[config.mk]
export PLATFORM = sky130hd
export DESIGN_NAME = serial_add_full
export DESIGN_NICKNAME = d
export VERILOG_FILES = /design/src/rtl/serial_add_full_pkg.sv /design/src/rtl/serial_add_full_fa_cell.sv /design/src/rtl/serial_add_full.sv
export SDC_FILE = /design/constraint.sdc
export NUM_CORES = 1
export LEC_CHECK = 0
export ABC_AREA = 1
export CAP_MARGIN = 10
export CORE_MARGIN = 5
export CORE_UTILIZATION = 53
export CTS_CLUSTER_DIAMETER = 50
export DETAILED_ROUTE_END_ITERATION = 10
export PLACE_DENSITY = 0.83
export SYNTH_ARGS = -nofsm -noshare
export SYNTH_HDL_FRONTEND = slang
export SYNTH_SLANG_ARGS = --single-unit
[constraint.sdc]
create_clock -name clk -period 2 [get_ports clk]
set_input_delay 0.4 -clock clk [delete_from_list [all_inputs] [get_ports clk]]
set_output_delay 0.4 -clock clk [all_outputs]
set_load 0.02 [all_outputs]
[src/rtl/serial_add_full_pkg.sv]
// Shared definitions for the bit-serial adder: FSM state encoding and
// the iteration counter width helper.
package serial_add_full_pkg;

  // 2'b11 is unused; the FSM recovers from it to ST_IDLE.
  typedef enum logic [1:0] {
    ST_IDLE = 2'b00,
    ST_ADD  = 2'b01,
    ST_DONE = 2'b10
  } state_e;

  // Bit counter width for a given operand width: clog2(w)+1.
  function automatic int unsigned cnt_width(input int unsigned w);
    return $clog2(w) + 1;
  endfunction

endpackage

[src/rtl/serial_add_full_fa_cell.sv]
// One-bit full adder built from two half-adder stages and an OR.
// Ports:
//   a, b, cin : operand bits and carry-in
//   sum_c     : a ^ b ^ cin
//   carry_c   : a&b | cin&(a^b)
module fa_cell (
  input  logic a,
  input  logic b,
  input  logic cin,
  output logic sum_c,
  output logic carry_c
);

  logic ha0_sum;
  logic ha0_carry;
  logic ha1_carry;

  // First half adder: a + b.
  assign ha0_sum   = a ^ b;
  assign ha0_carry = a & b;

  // Second half adder: partial sum + cin.
  assign sum_c     = ha0_sum ^ cin;
  assign ha1_carry = ha0_sum & cin;

  assign carry_c   = ha0_carry | ha1_carry;

endmodule

[src/rtl/serial_add_full.sv]
// Bit-serial WIDTH-bit adder: captures two operands and a carry-in on an
// accepted start, adds LSB first one bit per clock through a single full
// adder cell, then strobes done for one cycle with the parallel result.
// Ports:
//   clk     : rising-edge clock
//   reset   : synchronous active-low reset
//   start   : begin an addition (accepted only while ready=1)
//   a_in    : operand A, captured on accept
//   b_in    : operand B, captured on accept
//   c_in    : carry-in, captured on accept
//   ready   : high only in IDLE
//   sum_out : result register, valid with done=1, held until next accept
//   c_out   : final carry, valid with done=1, held until next accept
//   done    : one-cycle result strobe
module serial_add_full
  import serial_add_full_pkg::*;
#(
  parameter int unsigned WIDTH = 8
) (
  input  logic             clk,
  input  logic             reset,
  input  logic             start,
  input  logic [WIDTH-1:0] a_in,
  input  logic [WIDTH-1:0] b_in,
  input  logic             c_in,
  output logic             ready,
  output logic [WIDTH-1:0] sum_out,
  output logic             c_out,
  output logic             done
);

  localparam int unsigned CNT_W = cnt_width(WIDTH);

  state_e             state_q, state_d;
  logic [WIDTH-1:0]   a_q, a_d;
  logic [WIDTH-1:0]   b_q, b_d;
  logic [WIDTH-1:0]   sum_q, sum_d;
  logic               carry_q, carry_d;
  logic [CNT_W-1:0]   count_q, count_d;
  logic               ready_q, ready_d;
  logic               done_q, done_d;

  logic               cell_sum;
  logic               cell_carry;

  // The single adder cell consumes the operand LSBs and the carry flop.
  fa_cell u_fa_cell (
    .a       (a_q[0]),
    .b       (b_q[0]),
    .cin     (carry_q),
    .sum_c   (cell_sum),
    .carry_c (cell_carry)
  );

  // State register and datapath flops.
  always_ff @(posedge clk) begin
    if (!reset) begin
      state_q <= ST_IDLE;
      a_q     <= '0;
      b_q     <= '0;
      sum_q   <= '0;
      carry_q <= 1'b0;
      count_q <= '0;
      ready_q <= 1'b1;
      done_q  <= 1'b0;
    end else begin
      state_q <= state_d;
      a_q     <= a_d;
      b_q     <= b_d;
      sum_q   <= sum_d;
      carry_q <= carry_d;
      count_q <= count_d;
      ready_q <= ready_d;
      done_q  <= done_d;
    end
  end

  // Next-state and datapath update.
  always_comb begin
    state_d = state_q;
    a_d     = a_q;
    b_d     = b_q;
    sum_d   = sum_q;
    carry_d = carry_q;
    count_d = count_q;

    case (state_q)
      ST_IDLE: begin
        if (start) begin
          a_d     = a_in;
          b_d     = b_in;
          carry_d = c_in;
          sum_d   = '0;
          count_d = '0;
          state_d = ST_ADD;
        end
      end
      ST_ADD: begin
        // New sum bit enters at the MSB; after WIDTH shifts bit 0 is the LSB.
        sum_d   = WIDTH'({cell_sum, sum_q} >> 1);
        a_d     = a_q >> 1;
        b_d     = b_q >> 1;
        carry_d = cell_carry;
        count_d = count_q + CNT_W'(1);
        if (count_q == CNT_W'(WIDTH - 1)) begin
          state_d = ST_DONE;
        end
      end
      ST_DONE: begin
        state_d = ST_IDLE;
      end
      default: begin
        state_d = ST_IDLE;
      end
    endcase

    // Decoding the next state keeps ready/done aligned with state_q.
    ready_d = (state_d == ST_IDLE);
    done_d  = (state_d == ST_DONE);
  end

  assign ready   = ready_q;
  assign done    = done_q;
  assign sum_out = sum_q;
  assign c_out   = carry_q;

endmodule

* Word level (Yosys, flattened, before mapping)
Index checks and enable logic that the tools add are counted.
** Storage, ports and cells
- Register bits :: 33
- Word-level logic and storage cells :: 35
- Bits of input ports :: 20
- Output and inout port bits :: 11
** Operators by class
- Multiplexer cells :: 13
- Reduce and logical (&&, ||, !) cells :: 4
- Eq/ne operators :: 4
- Add/sub/neg operators :: 1
- Bitwise operators :: 5
** Operator list (count)
- $pmux 8 s2 :: 3
- $mux 8 :: 3
- $pmux 4 s2 :: 1
- $add 4x1->4 const B :: 1
- $eq 4x3->1 const B :: 1
- $logic_not 2->1 :: 2
- $mux 2 :: 2
- $mux 4 :: 1
- $pmux 2 s2 :: 1
- $and 1x1->1 :: 2
- $eq 2x1->1 const B :: 1
- $eq 2x2->1 const B :: 1
- $ne 2x2->1 const B :: 1
- $pmux 1 s2 :: 1
- $reduce_and 2->1 :: 1
- $reduce_bool 2->1 :: 1
- $xor 1x1->1 :: 2
- $mux 1 :: 1
- $or 1x1->1 :: 1

* Depth between registers and ports, before layout
- Word-level depth :: 4
- Mapped depth :: 7

* Hierarchy
A second synthesis with hierarchy kept.
** Second synthesis, totals
- Cells, all modules :: 203
- Area total of the unflattened synthesis :: 1447.6 µm²
** Modules (own cells, without submodules)
- serial_add_full :: seq. area each 660.6 µm², area an instance 1427.6 µm², times used 1, cells an instance 202
- fa_cell :: seq. area each 0.0 µm², area an instance 20.0 µm², times used 1, cells an instance 1

* Least setup slack after synthesis
No wires, ideal clock.
- Path kind :: reg2reg
- Start point :: reg carry_q (netlist: c_out)
- End point :: reg sum_q[7] (netlist: sum_out[7])
- Arrival :: 1233 ps
- Setup time :: 128 ps
- Data required time :: 1872 ps
- Slack :: 639 ps
- Cell stages (with the launch flop) :: 6
- Path buffers :: 0
- Path through :: dfxtp_1 inv_1 fa_1 nor2_1 a21oi_1 nor2_1
** On the way
- Word-level cells in the longest chain between the ends :: 2
** Ends and longest elaborated chain
- from (decl) :: RTL line serial_add_full.sv:38 : logic carry_q, carry_d;
- from (signal assigned) :: RTL line serial_add_full.sv:71 : carry_q <= carry_d;
- $xor 1x1->1 :: RTL line serial_add_full_fa_cell.sv:23 : assign sum_c = ha0_sum ^ cin;
- $pmux 8 s2 :: RTL line serial_add_full.sv:87 : case (state_q)
- to (signal assigned) :: RTL line serial_add_full.sv:70 : sum_q <= sum_d;
- to (decl) :: RTL line serial_add_full.sv:37 : logic [WIDTH-1:0] sum_q, sum_d;
Every way passes these cells.
A chain may end at the register's enable or synchronous reset.

* Worst setup path after layout
- Start point :: reg sum_q[1] (netlist: sum_out[1])
- End point :: out sum_out[1]
** RTL lines
- to (decl) :: RTL line serial_add_full.sv:27 : output logic [WIDTH-1:0] sum_out,
No word-level cell between the ends.

==> flow_metrics.py <==
metrics = {
    "route": {
        "drt_iter0_drc": 54,
        "post-route-drc-count": 0,
        "avgViaCountPerCell": 4.796,
        "firstDrtPassIters": 4,
        "routed_wl_mm": 3.268,
        "wl_per_cell_um": 11.71,
        "via_count": 1338,
        "ant_nets": 0,
    },
    "logic_synthesis": {
        "synth_xor_area_share_pct": 0,
        "synth_area_um2": 1443,
        "synth.avg_cell_area_um2": 6.741,
        "synth.distinct_cells": 20,
        "yosys.area.top_type": "dfxtp_1",
        "synthCells": 214,
        "synthTopCellsByArea": "dfxtp_1 (46%), nand2_1 (16%), nand3_1 (10%), nor2_1 (9.9%), inv_1 (5.7%)",
        "yosys_warnings": 0,
        "synth-simple-area-share_pct": 38.42,
        "synthAdderAreaFrac_pct": 2.255,
        "yosysSeqAreaShare_pct": 45.79,
        "yosys.area.top_type_share_pct": 45.79,
        "synthesis.nets": 236,
        "synth-compound-area-share_pct": 4.076,
        "yosys-mux-area-fraction_pct": 0,
        "ys_seq_elements": 33,
        "synth_top_family_by_area": "simple AND/OR/NAND/NOR gates",
    },
    "floorplan": {
        "initial_core_util_pct": 53.70,
        "die_y_um": 62.17,
        "num_rows": 19,
        "core_area_um2": 2686,
        "io_pins": 31,
        "fp.dieArea_um2": 3865,
        "die_w_um": 62.17,
    },
    "cts": {
        "cts_tree": "built",
        "clock_insertion_delay_worst_skew_ns": 0.34,
        "cts_root_buffer": "clkbuf_4",
        "cts_resized": 0,
        "postCtsSetupBuffers": 0,
        "clkTransAtPathRegs_ns": 0.09,
        "cts_hold_buf": 0,
        "cts_buffer_depth": 2,
        "cts-htree-levels": 2,
        "cts_sinks": 33,
        "numCtsBuffers": 5,
    },
    "sta": {
        "rsz0062_at_grt": "no",
        "setup_viol": 0,
        "finalCriticalPeriod_ns": 1.743,
        "setup_tns_ns": 0,
        "post-route-period-util_pct": 87.15,
        "tightest_slew_ns": 0.9207,
        "worst_slew_margin_rel_pct": 38.40,
        "fin_hold_ws_ns": 0.4554,
        "skew_ns": 0.007025,
        "hold_viol": 0,
        "slew_viol_final": 0,
        "fmax_mhz": 573.7,
    },
    "cells_and_area": {
        "ff_latch_area_um2": 660.6,
        "drive_above_1_share_pct": 6.855,
        "nNetsFinal": 270,
        "diodes": 0,
        "finalInstanceArea_um2": 1839,
        "area_growth_pct": 27.49,
        "multiInputGateArea_um2": 645.6,
        "finalNonFillerCells": 279,
        "fillers": 236,
    },
    "flow_run": {
        "cap_violations": 0,
    },
    "critical_path": {
        "cp_slowest_stage_delay_ns": 0.64,
        "worstPathArrival_ns": 1.34,
        "crit_type": "flip-flop to primary output",
        "cp_slowest_cell": "clkdlybuf4s50_1",
        "path_cells": "clkdlybuf4s50_1",
        "cp-start-kind": "flip-flop",
        "path_max_fanout": 3,
        "required_ns": 1.60,
        "cp_num_buf_inv": 1,
        "crit_path_end_kind": "primary output",
        "cpLargestDelayFamily": "buffers and inverters",
    },
    "power": {
        "power_density_nw_per_um2": 684.2,
        "p_total_mw": 1.258,
        "p_leak_nw": 0.8469,
        "max-vdd-ir-drop_uv": 560.9,
    },
    "worst_hold_path": {
        "holdCritPathClass": "flip-flop to flip-flop",
    },
    "run_status": {
        "status": "finished, final reports clean",
    },
    "global_route": {
        "grt_max_degree": 17,
        "grt_antenna_before_repair": 0,
        "grt_pass1_vias": 1310,
        "grt_first_pass_wirelength_mm": 5.789,
        "grt_remaining_overflow": 0,
        "track_usage_pct": 18.30,
    },
    "placement": {
        "dp_cells": 272,
        "gp_congestion": 0.7845,
        "io_buffers": 30,
        "place_hpwl_mm": 2.269,
        "post_dp_cell_area_um2": 1784,
    },
}
per-stage QoR:
step           worst slack [ns]  util (%)
2_1_floorplan            0.6393         -
3_3_place_gp             0.2655     66.42
3_5_place_dp             0.2284     66.42
4_1_cts                  0.2569     68.47
5_1_grt                 0.08868     68.47
6_report                 0.2570     68.47
power by group:
part           internal, mW  total (mW)  switching (mW)
Clock                 0.166       0.377           0.212
Combinational        0.0830       0.181          0.0983
Sequential            0.684       0.700          0.0156
final timing paths:
| kind | to | slack, ns | startpoint | cells after the start |
|---|---|---|---|---|
| max | sum_out[1] | 0.26 | sum_out[1]$_SDFFE_PN0P_ | 1 |
| min | a_q[5]$_SDFFE_PN0P_ | 0.46 | a_q[6]$_SDFFE_PN0P_ | 2 |
| max reg2reg | b_q[7]$_SDFFE_PN0P_ | 0.33 | state_q[0]$_SDFF_PN0_ | 5 |
| min reg2reg | a_q[5]$_SDFFE_PN0P_ | 0.46 | a_q[6]$_SDFFE_PN0P_ | 2 |
cells in the mapped netlist:
master and number:
nand2_1 63, nor2_1 38, dfxtp_1 33, nand3_1 29, inv_1 22, buf_2 7, a21oi_1 6, o21ai_0 3
and2_1 2, buf_1 1, buf_4 1, clkbuf_1 1, fa_1 1, ha_1 1, inv_2 1, nand2_2 1
nor2_2 1, nor3_1 1, o21ai_1 1, o21ai_2 1
logic make-up (layout without fill, tap and decap cells):
| family | Yosys count | count (layout) |
|---|---|---|
| DFF | 33 | 33 |
| adders and majority gates | 2 | 2 |
| AOI/OAI and AO/OA | 11 | 11 |
| and+or+nand+nor | 135 | 135 |
| buffers and inverters | 33 | 67 |
metal layers:
metal  global-route usage [%]  vias up  share of wire [%]
met5                        0        -                  0
met4                    8.672        0                2.4
met3                    6.667        8                6.1
met2                    27.07       31                 45
met1                    23.39      578                 46
li1                         -      721                  -
registers in the layout, indices dropped and copies added (netlist names):
signal	cells
a_q	8
b_q	8
c_out	1
count_q	4
done	1
ready	1
state_q	2
sum_out	8
placed cells by master, fill, tap and decap left out, drive strengths merged:
cell           instances
nand2                 64
nor2                  39
dfxtp                 33
clkdlybuf4s50         30
nand3                 29
inv                   23
buf                    7
clkbuf                 7
a21oi                  6
o21ai                  5
and2                   2
nor3                   1
fa                     1
ha                     1
area by class of cell:
type	instances	area share [%]
well taps	31	2.109
inverters	23	4.694
flip-flops and latches	33	35.92
clock buffers	7	2.993
repair buffers	37	19.18
multi-input cells	148	35.10
(Power assumes the default switching activity.)
